<file path="config.mk">
export PLATFORM = sky130hd
export DESIGN_NAME = ysyx_23060203_fetch_ctrl
export DESIGN_NICKNAME = d
export VERILOG_FILES = /design/src/rtl/ysyx_23060203_fetch_ctrl.sv
export SDC_FILE = /design/constraint.sdc
export NUM_CORES = 1
export LEC_CHECK = 0
export ABC_AREA = 1
export CAP_MARGIN = 10
export CORE_ASPECT_RATIO = 0.5
export CORE_MARGIN = 5
export CORE_UTILIZATION = 38
export CTS_BUF_LIST = sky130_fd_sc_hd__clkbuf_4 sky130_fd_sc_hd__clkbuf_8
export DETAILED_ROUTE_END_ITERATION = 16
export PLACE_DENSITY_LB_ADDON = 0.25
export SYNTH_ARGS = -nofsm -noshare
export SYNTH_HDL_FRONTEND = slang
export SYNTH_SLANG_ARGS = --single-unit
</file>
<file path="constraint.sdc">
create_clock -name clk -period 1.3 [get_ports clk]
set_input_delay 0.13 -clock clk [delete_from_list [all_inputs] [get_ports clk]]
set_output_delay 0.13 -clock clk [all_outputs]
set_load 0.01 [all_outputs]
</file>
<file path="src/rtl/ysyx_23060203_fetch_ctrl.sv">
// Instruction-fetch sequencer: owns the PC, issues one IMEM fetch at a time and hands the
// returned word to IDU. Optional misaligned-redirect fault path: FETCH_MISALIGN_CHECK_EN.
module ysyx_23060203_fetch_ctrl #(
  parameter logic [31:0] RESET_PC = 32'h8000_0000
) (
  input  logic        clk,
  input  logic        rstn,
  output logic        imem_req_valid,
  input  logic        imem_req_ready,
  output logic [31:0] imem_req_addr,
  input  logic        imem_resp_valid,
  input  logic [31:0] imem_resp_data,
  input  logic        imem_resp_err,
  output logic        inst_valid,
  input  logic        inst_ready,
  output logic [31:0] inst,
  output logic [31:0] inst_pc,
  output logic        inst_err,
  input  logic        redirect_valid,
  input  logic [31:0] redirect_pc,
  output logic [31:0] pc
);

  localparam logic [1:0] REQ   = 2'd0;
  localparam logic [1:0] WAIT  = 2'd1;
  localparam logic [1:0] HOLD  = 2'd2;
`ifdef FETCH_MISALIGN_CHECK_EN
  localparam logic [1:0] FAULT = 2'd3;
`endif

  logic [1:0]  state_q, state_d;
  logic [31:0] pc_q, pc_d;
  logic [31:0] inst_q, inst_d;
  logic        inst_err_q, inst_err_d;
  // Keeps the request low on the release cycle so the first fetch appears one cycle later.
  logic        active_q;
  logic [31:0] target;
  logic        unused_rpc_bits;

  assign target          = {redirect_pc[31:2], 2'b00};
  assign unused_rpc_bits = ^redirect_pc[1:0];

  always_comb begin
    state_d    = state_q;
    pc_d       = pc_q;
    inst_d     = inst_q;
    inst_err_d = inst_err_q;
    case (state_q)
      REQ: begin
        if (active_q && imem_req_ready) state_d = WAIT;
      end
      WAIT: begin
        if (imem_resp_valid) begin
          inst_d     = imem_resp_data;
          inst_err_d = imem_resp_err;
          state_d    = HOLD;
        end
      end
      HOLD: begin
        if (inst_ready) begin
          state_d = REQ;
          pc_d    = redirect_valid ? target : pc_q + 32'd4;
`ifdef FETCH_MISALIGN_CHECK_EN
          if (redirect_valid && redirect_pc[1]) begin
            pc_d       = {redirect_pc[31:1], 1'b0};
            inst_d     = 32'h0;
            inst_err_d = 1'b1;
            state_d    = FAULT;
          end
`endif
        end
      end
`ifdef FETCH_MISALIGN_CHECK_EN
      FAULT: begin
        // Only an EXU redirect can leave the fault; a plain handshake re-presents it.
        if (inst_ready && redirect_valid) begin
          if (redirect_pc[1]) begin
            pc_d = {redirect_pc[31:1], 1'b0};
          end else begin
            pc_d    = target;
            state_d = REQ;
          end
        end
      end
`endif
      default: state_d = REQ;
    endcase
  end

  always_ff @(posedge clk or negedge rstn) begin
    if (!rstn) begin
      state_q    <= REQ;
      pc_q       <= RESET_PC;
      inst_q     <= 32'h0;
      inst_err_q <= 1'b0;
      active_q   <= 1'b0;
    end else begin
      state_q    <= state_d;
      pc_q       <= pc_d;
      inst_q     <= inst_d;
      inst_err_q <= inst_err_d;
      active_q   <= 1'b1;
    end
  end

  assign imem_req_valid = active_q && (state_q == REQ);
  assign imem_req_addr  = pc_q;
`ifdef FETCH_MISALIGN_CHECK_EN
  assign inst_valid     = (state_q == HOLD) || (state_q == FAULT);
`else
  assign inst_valid     = (state_q == HOLD);
`endif
  assign inst           = inst_q;
  assign inst_err       = inst_err_q;
  assign inst_pc        = pc_q;
  assign pc             = pc_q;

endmodule
</file>
# Word level (Yosys, flattened, before mapping)
# Index checks and enable logic that the tools add are counted.
# classes
n_mux,5
reduce_logical,6
eq_ne,5
add_sub_neg,1
# op_table
cell,count
adder 32 x 3 -> 32 bit (second input constant),1
two-way mux 32 bit,1
two-way mux 2 bit,3
case mux 2 bit (3 select lines),1
inequality test 2 bit (second input constant),2
AND reduction 2 bit,2
AND reduction 3 bit,1
== test 2 x 1 -> 1 bit (second input constant),1
== test 2 bit (second input constant),1
logical AND 1 bit,2
logical NOT 2 bit,1
inequality test 2 x 1 -> 1 bit (second input constant),1
# word_totals
inputBits,71
word_cells,22
out_inout_bits,131
ff_bits,68

# Logic depth before layout (Yosys ltp)
# depth
ltp_word,3
mapped_depth,10
mapped_depth_nobuf,10

# Least setup slack after synthesis
# OpenSTA, ideal clock, no wires.
# synth_timing
kind,reg-to-reg
start,"reg pc_q[3], in the netlist imem_req_addr[3]"
end,"reg pc_q[26], in the netlist imem_req_addr[26]"
slack_ns,-0.196
path_buffers,0
t_arrival_ns,1.380
synth_period_minus_slack_ns,1.496
required_ns,1.184
stages_incl_launch_ff,11
path_cell_list,dfrtp_1 > ha_1 > nand2_2 > nor2_4 > nand2_4 > nor2_4 > nand2_1 > nand2_1 > nand3_1 > nand2_1 > nand2_1
# synth_via
elab_chain_len,2
# synth_rtl
element,line_no,text
from (decl),32,"logic [31:0] pc_q, pc_d;"
from (signal assigned),99,pc_q <= pc_d;
adder 32 x 3 -> 32 bit,62,pc_d = redirect_valid ? target : pc_q + 32'd4;
two-way mux 32 bit,62,
# Every way passes these cells.
# A chain may end at the register's enable or synchronous reset.

# Worst setup path in the final report
# layout_timing
start,"reg pc_q[11], in the netlist imem_req_addr[11]"
end,"reg pc_q[29], in the netlist imem_req_addr[29]"
# The elaborated chain is that of the path after synthesis.

==> run summary <==
The share of Yosys cell area claimed by the top area cell type is 0.389. In this run the power spent charging and discharging nets is between 5 and 6 mW. The initial cell density of the core came out at 0.384. The master cell of the clock root buffer is clkbuf_8.

The number of iterations in the first detailed-routing pass came out at 4. The power density over cell area is roughly 2100 nW/µm². The post-synthesis compound-gate area fraction came out at 0.0721. The largest total area in the synthesized netlist belongs to dfrtp_1. TritonCTS built the clock tree.

Row generation in the floorplan step produced 27 rows. For the worst setup path, the data arrival time is ~1800 ps. TritonCTS created 9 clock buffers. After synthesis, the largest family of logic cells by area is simple AND/OR/NAND/NOR gates. The most instantiated library cell after synthesis is nand2_1. The post-detailed-route via-to-cell ratio is between 4 and 5. Pin placement for this block handled between 200 and 250 I/O pins.

The sink count of the clock tree came out at between 60 and 70. The remaining design rule violation count is 0. The half-perimeter wire length after placement came out at about 9600 µm. The switching share of power came out at 0.410. The antenna violation net count after detailed routing is 0. The synthesized netlist contains 29 unique library cells. The detailed-route wire length per cell is ~14 µm. The post-synth design cell area is about 4200 µm².

The flow ran to the end, but the final reports show violations. In this run the static leakage power is around 3.4 nW. The initial antenna violation count was 0. The delay contributed by the slowest stage of the critical path is around 430 ps. The initial DRC count came out at 152. Counting both buffers and inverters, the worst setup path holds a total of 2. The final hold violation count came out at 0. The count of antenna diodes in the layout is 0. The startpoint kind of the worst setup timing path is a register. In this run the tool buffered the top-level ports with a little under 200 buffer cells. Traced cell by cell, the critical path runs through buf_6, nand2_4, nor2_4, buf_6, nand2_2, nor2_4, nand2_1, nand2_1, nand3_1, nand2_1, nand2_1. The proportion of synthesized chip area in sequential cells is 0.395. The part of the power in combinational logic came out at 0.628.

Of the total power, registers draw 0.256. The final count of pins violating max slew is 0. Summed over all failing endpoints, the final setup total negative slack is -3990 ps.

The number of global-route vias before repair came to ~4300. The area fraction in and, or, nand and nor cells after synthesis came out at 0.258. Sorting the synthesized cells by how often they occur yields 127 x nand2_1, 67 x buf_4, 65 x dfrtp_1, 59 x nor2_1, 48 x inv_1. The floorplan core area came out at between 10000 and 15000 µm².

The number of synthesized register bits came out at 66. STA classifies the critical path endpoint as a register. The cell internal power dissipation came out at approximately 8.5 mW. The min-delay analysis places its worst path in the category in2async.

The cell area after layout came out at between 6000 and 7000 µm². For this run, the number of Yosys warnings is 0. The height of the chip came out at approximately 84 µm. The routed wire length is around 13000 µm. Of the total synthesized cell area, the portion taken by XOR and XNOR cells is 0. The endpoint of the most critical register-to-register path is imem_req_addr[29]$_DFFE_PN0N_.

The share of synthesized cell area in full adder, half adder and majority cells is 0.00299. The aggregate global-route resource usage is 0.192. The clock input transition at the sequential cells of the worst setup and hold paths is 90 ps. The async set-reset flop share out of synthesis came out at 1.00. The core occupancy in the finished layout is 0.636. The die outline area came out at around 13000 µm². Broken down by cell family, the worst path's largest delay share belongs to simple AND/OR/NAND/NOR gates. The critical register-to-register path startpoint is imem_req_addr[11]$_DFFE_PN0N_. The required arrival time at the worst endpoint came out at 1550 ps. The post-synthesis average cell area is around 8 µm². The final worst hold slack is around 210 ps. The share of power burned in the clock network came out at 0.116. After technology mapping, the gate count stands at around 540. Ranked by total cell area, the synthesized netlist is headed by dfrtp_1 39%, buf_4 12%, nand2_1 11%. Clock skew on the completed layout was measured at about 10 ps. The category of the most critical setup path is reg2reg.

The number of levels in the clock H-tree came out at 3. The portion of netlist area occupied by mux cells came out at 0.0889. The number of synthesized flops with an enable pin is 0.

Among all stages on the critical path, the largest delay is contributed by dfrtp_1. The die width came out at 158 µm. Tracing the worst setup path back leads to its startpoint at imem_req_addr[11]$_DFFE_PN0N_. The ratio of final minimum period to clock period is 1.18. The final setup slack of the worst path is -230 ps. The checks that failed: setup timing. At the later pin of the worst-skew pair, clock insertion delay measures 360 ps.

The register-to-register setup slack is -230 ps. The number of failing setup endpoints in the final timing report came out at 41. The number of fill cells in the layout came out at 958. The maximum number of pins on one net before global-route repair came out at 31. Along the worst path, the maximum fanout reaches 3. The layout cell share with drive strength beyond 1 came out at 0.398. For this run, the top clock speed supported by timing is around 0.65 GHz. The number of cells on the worst reg-to-reg path is 11. The maximum root-to-sink buffer count came out at 2.

The first global-routing pass estimated approximately 21000 µm of wire. The signed area change from the synthesized netlist to the final layout came out at 65.5%. The vias after detailed routing is 4307.

Setup repair after global routing could not meet its margin everywhere. The count of nets after finishing is 850. The worst voltage drop across the vdd grid is 1.22 mV. The post-layout minimum cycle time is between 1500 and 2000 ps. The critical path's most frequent cell is nand2_1. The sum of overflow across all layers after global routing is 0. Routability-driven placement finished with a final weighted congestion of approximately 0.84. The count of maximum capacitance violations came out at 0. Once placement finished, the instance area stood at roughly 6300 µm². The dominant register cell in the synthesized netlist is dfrtp_1.
[worst register-to-register path: cells and delay by family, from the launching register on]
family,cells,cell delay (ps)
AND/OR/NAND/NOR,9,740
buffers and inverters,2,250
flip-flops,1,430
[cell families after synthesis]
logic type	after synthesis
compound gates	58
fa+ha+maj	1
buf+inv	131
flops	66
mux	33
other cells	2
simple gates	247
[layout by cell type, fill, tap and decap left out, types with 5 or more instances in the layout]
master	count
a21oi_1	20
buf_2	25
buf_4	86
buf_6	39
clkbuf_2	28
clkbuf_8	9
clkdlybuf4s15_1	15
clkdlybuf4s50_1	67
conb_1	7
dfrtp_1	53
dfrtp_2	12
dlygate4sd2_1	37
inv_1	47
mux2_2	28
mux2_4	5
nand2_1	116
nand2_2	14
nand2_4	6
nand3_1	29
nor2_1	44
nor2_2	13
nor2_4	15
o21ai_0	11
o21ai_1	15
o21ai_2	6
[power by group through the flow]
stage | Combinational [mW] | Sequential [mW] | Clock (mW)
CTS | 8.76 | 3.63 | 1.72
floorplan | 3.62 | 4.53 | 0
global route | 9.81 | 3.81 | 1.84
detailed placement | 8.77 | 3.89 | 0
global placement | 8.65 | 3.83 | 0
finish | 9.04 | 3.69 | 1.68
[area by class of cell]
type / instances / area (µm²) / share of cell area
Multi-Input combinational cell: 346 / 2030 / 0.294
Clock buffer: 9 / 124 / 0.0179
Timing Repair Buffer: 305 / 2660 / 0.385
Inverter: 50 / 188 / 0.0271
Tap cell: 145 / 181 / 0.0262
Sequential cell: 66 / 1670 / 0.241
Clock inverter: 7 / 60.1 / 0.00868
[metrics by stage]
step | power [mW] | instances | setup slack, ps
2_1_floorplan | 8.15 | 543 | -80.0
3_3_place_gp | 12.5 | 869 | -116
3_5_place_dp | 12.7 | 869 | -166
4_1_cts | 14.1 | 922 | -167
5_1_grt | 15.5 | 928 | -346
6_report | 14.4 | 928 | -230
[per-layer routing]
metal / vias to the layer above / part of all wire / GRT usage
met2: 135 / 0.50 / 0.334
met4: 0 / 0.0088 / 0.0449
met5: - / 0 / 0
met3: 13 / 0.085 / 0.0705
li1: 2102 / - / -
met1: 2057 / 0.40 / 0.228
[sequential cells by signal, indices dropped and copies added, names as in the netlist]
name / cells
state_q: 2
inst: 32
active_q: 1
imem_req_addr: 30
inst_err: 1
[worst max-delay path by stage]
stage | endpoint | slack [ps] | depth (start not counted)
floorplan | imem_req_addr[26]$_DFFE_PN0N_ | -80 | 10
CTS | imem_req_addr[26]$_DFFE_PN0N_ | -170 | 11
detailed placement | imem_req_addr[26]$_DFFE_PN0N_ | -170 | 10
finish | imem_req_addr[29]$_DFFE_PN0N_ | -230 | 11
global placement | imem_req_valid | -120 | 3
global route | imem_req_addr[29]$_DFFE_PN0N_ | -350 | 11
[what timing repair did]
action | 4_1_cts | 5_1_grt
setup endpoints to repair | 163 | 129
endpoints found under the hold margin | 50 | 0
pin swaps | 19 | 18
gates resized for setup | 335 | 117
cloned | 1 | 2
buffers inserted | 35 | 12
hold buffers | 1 | 0
Power figures use the tool's default switching activity.
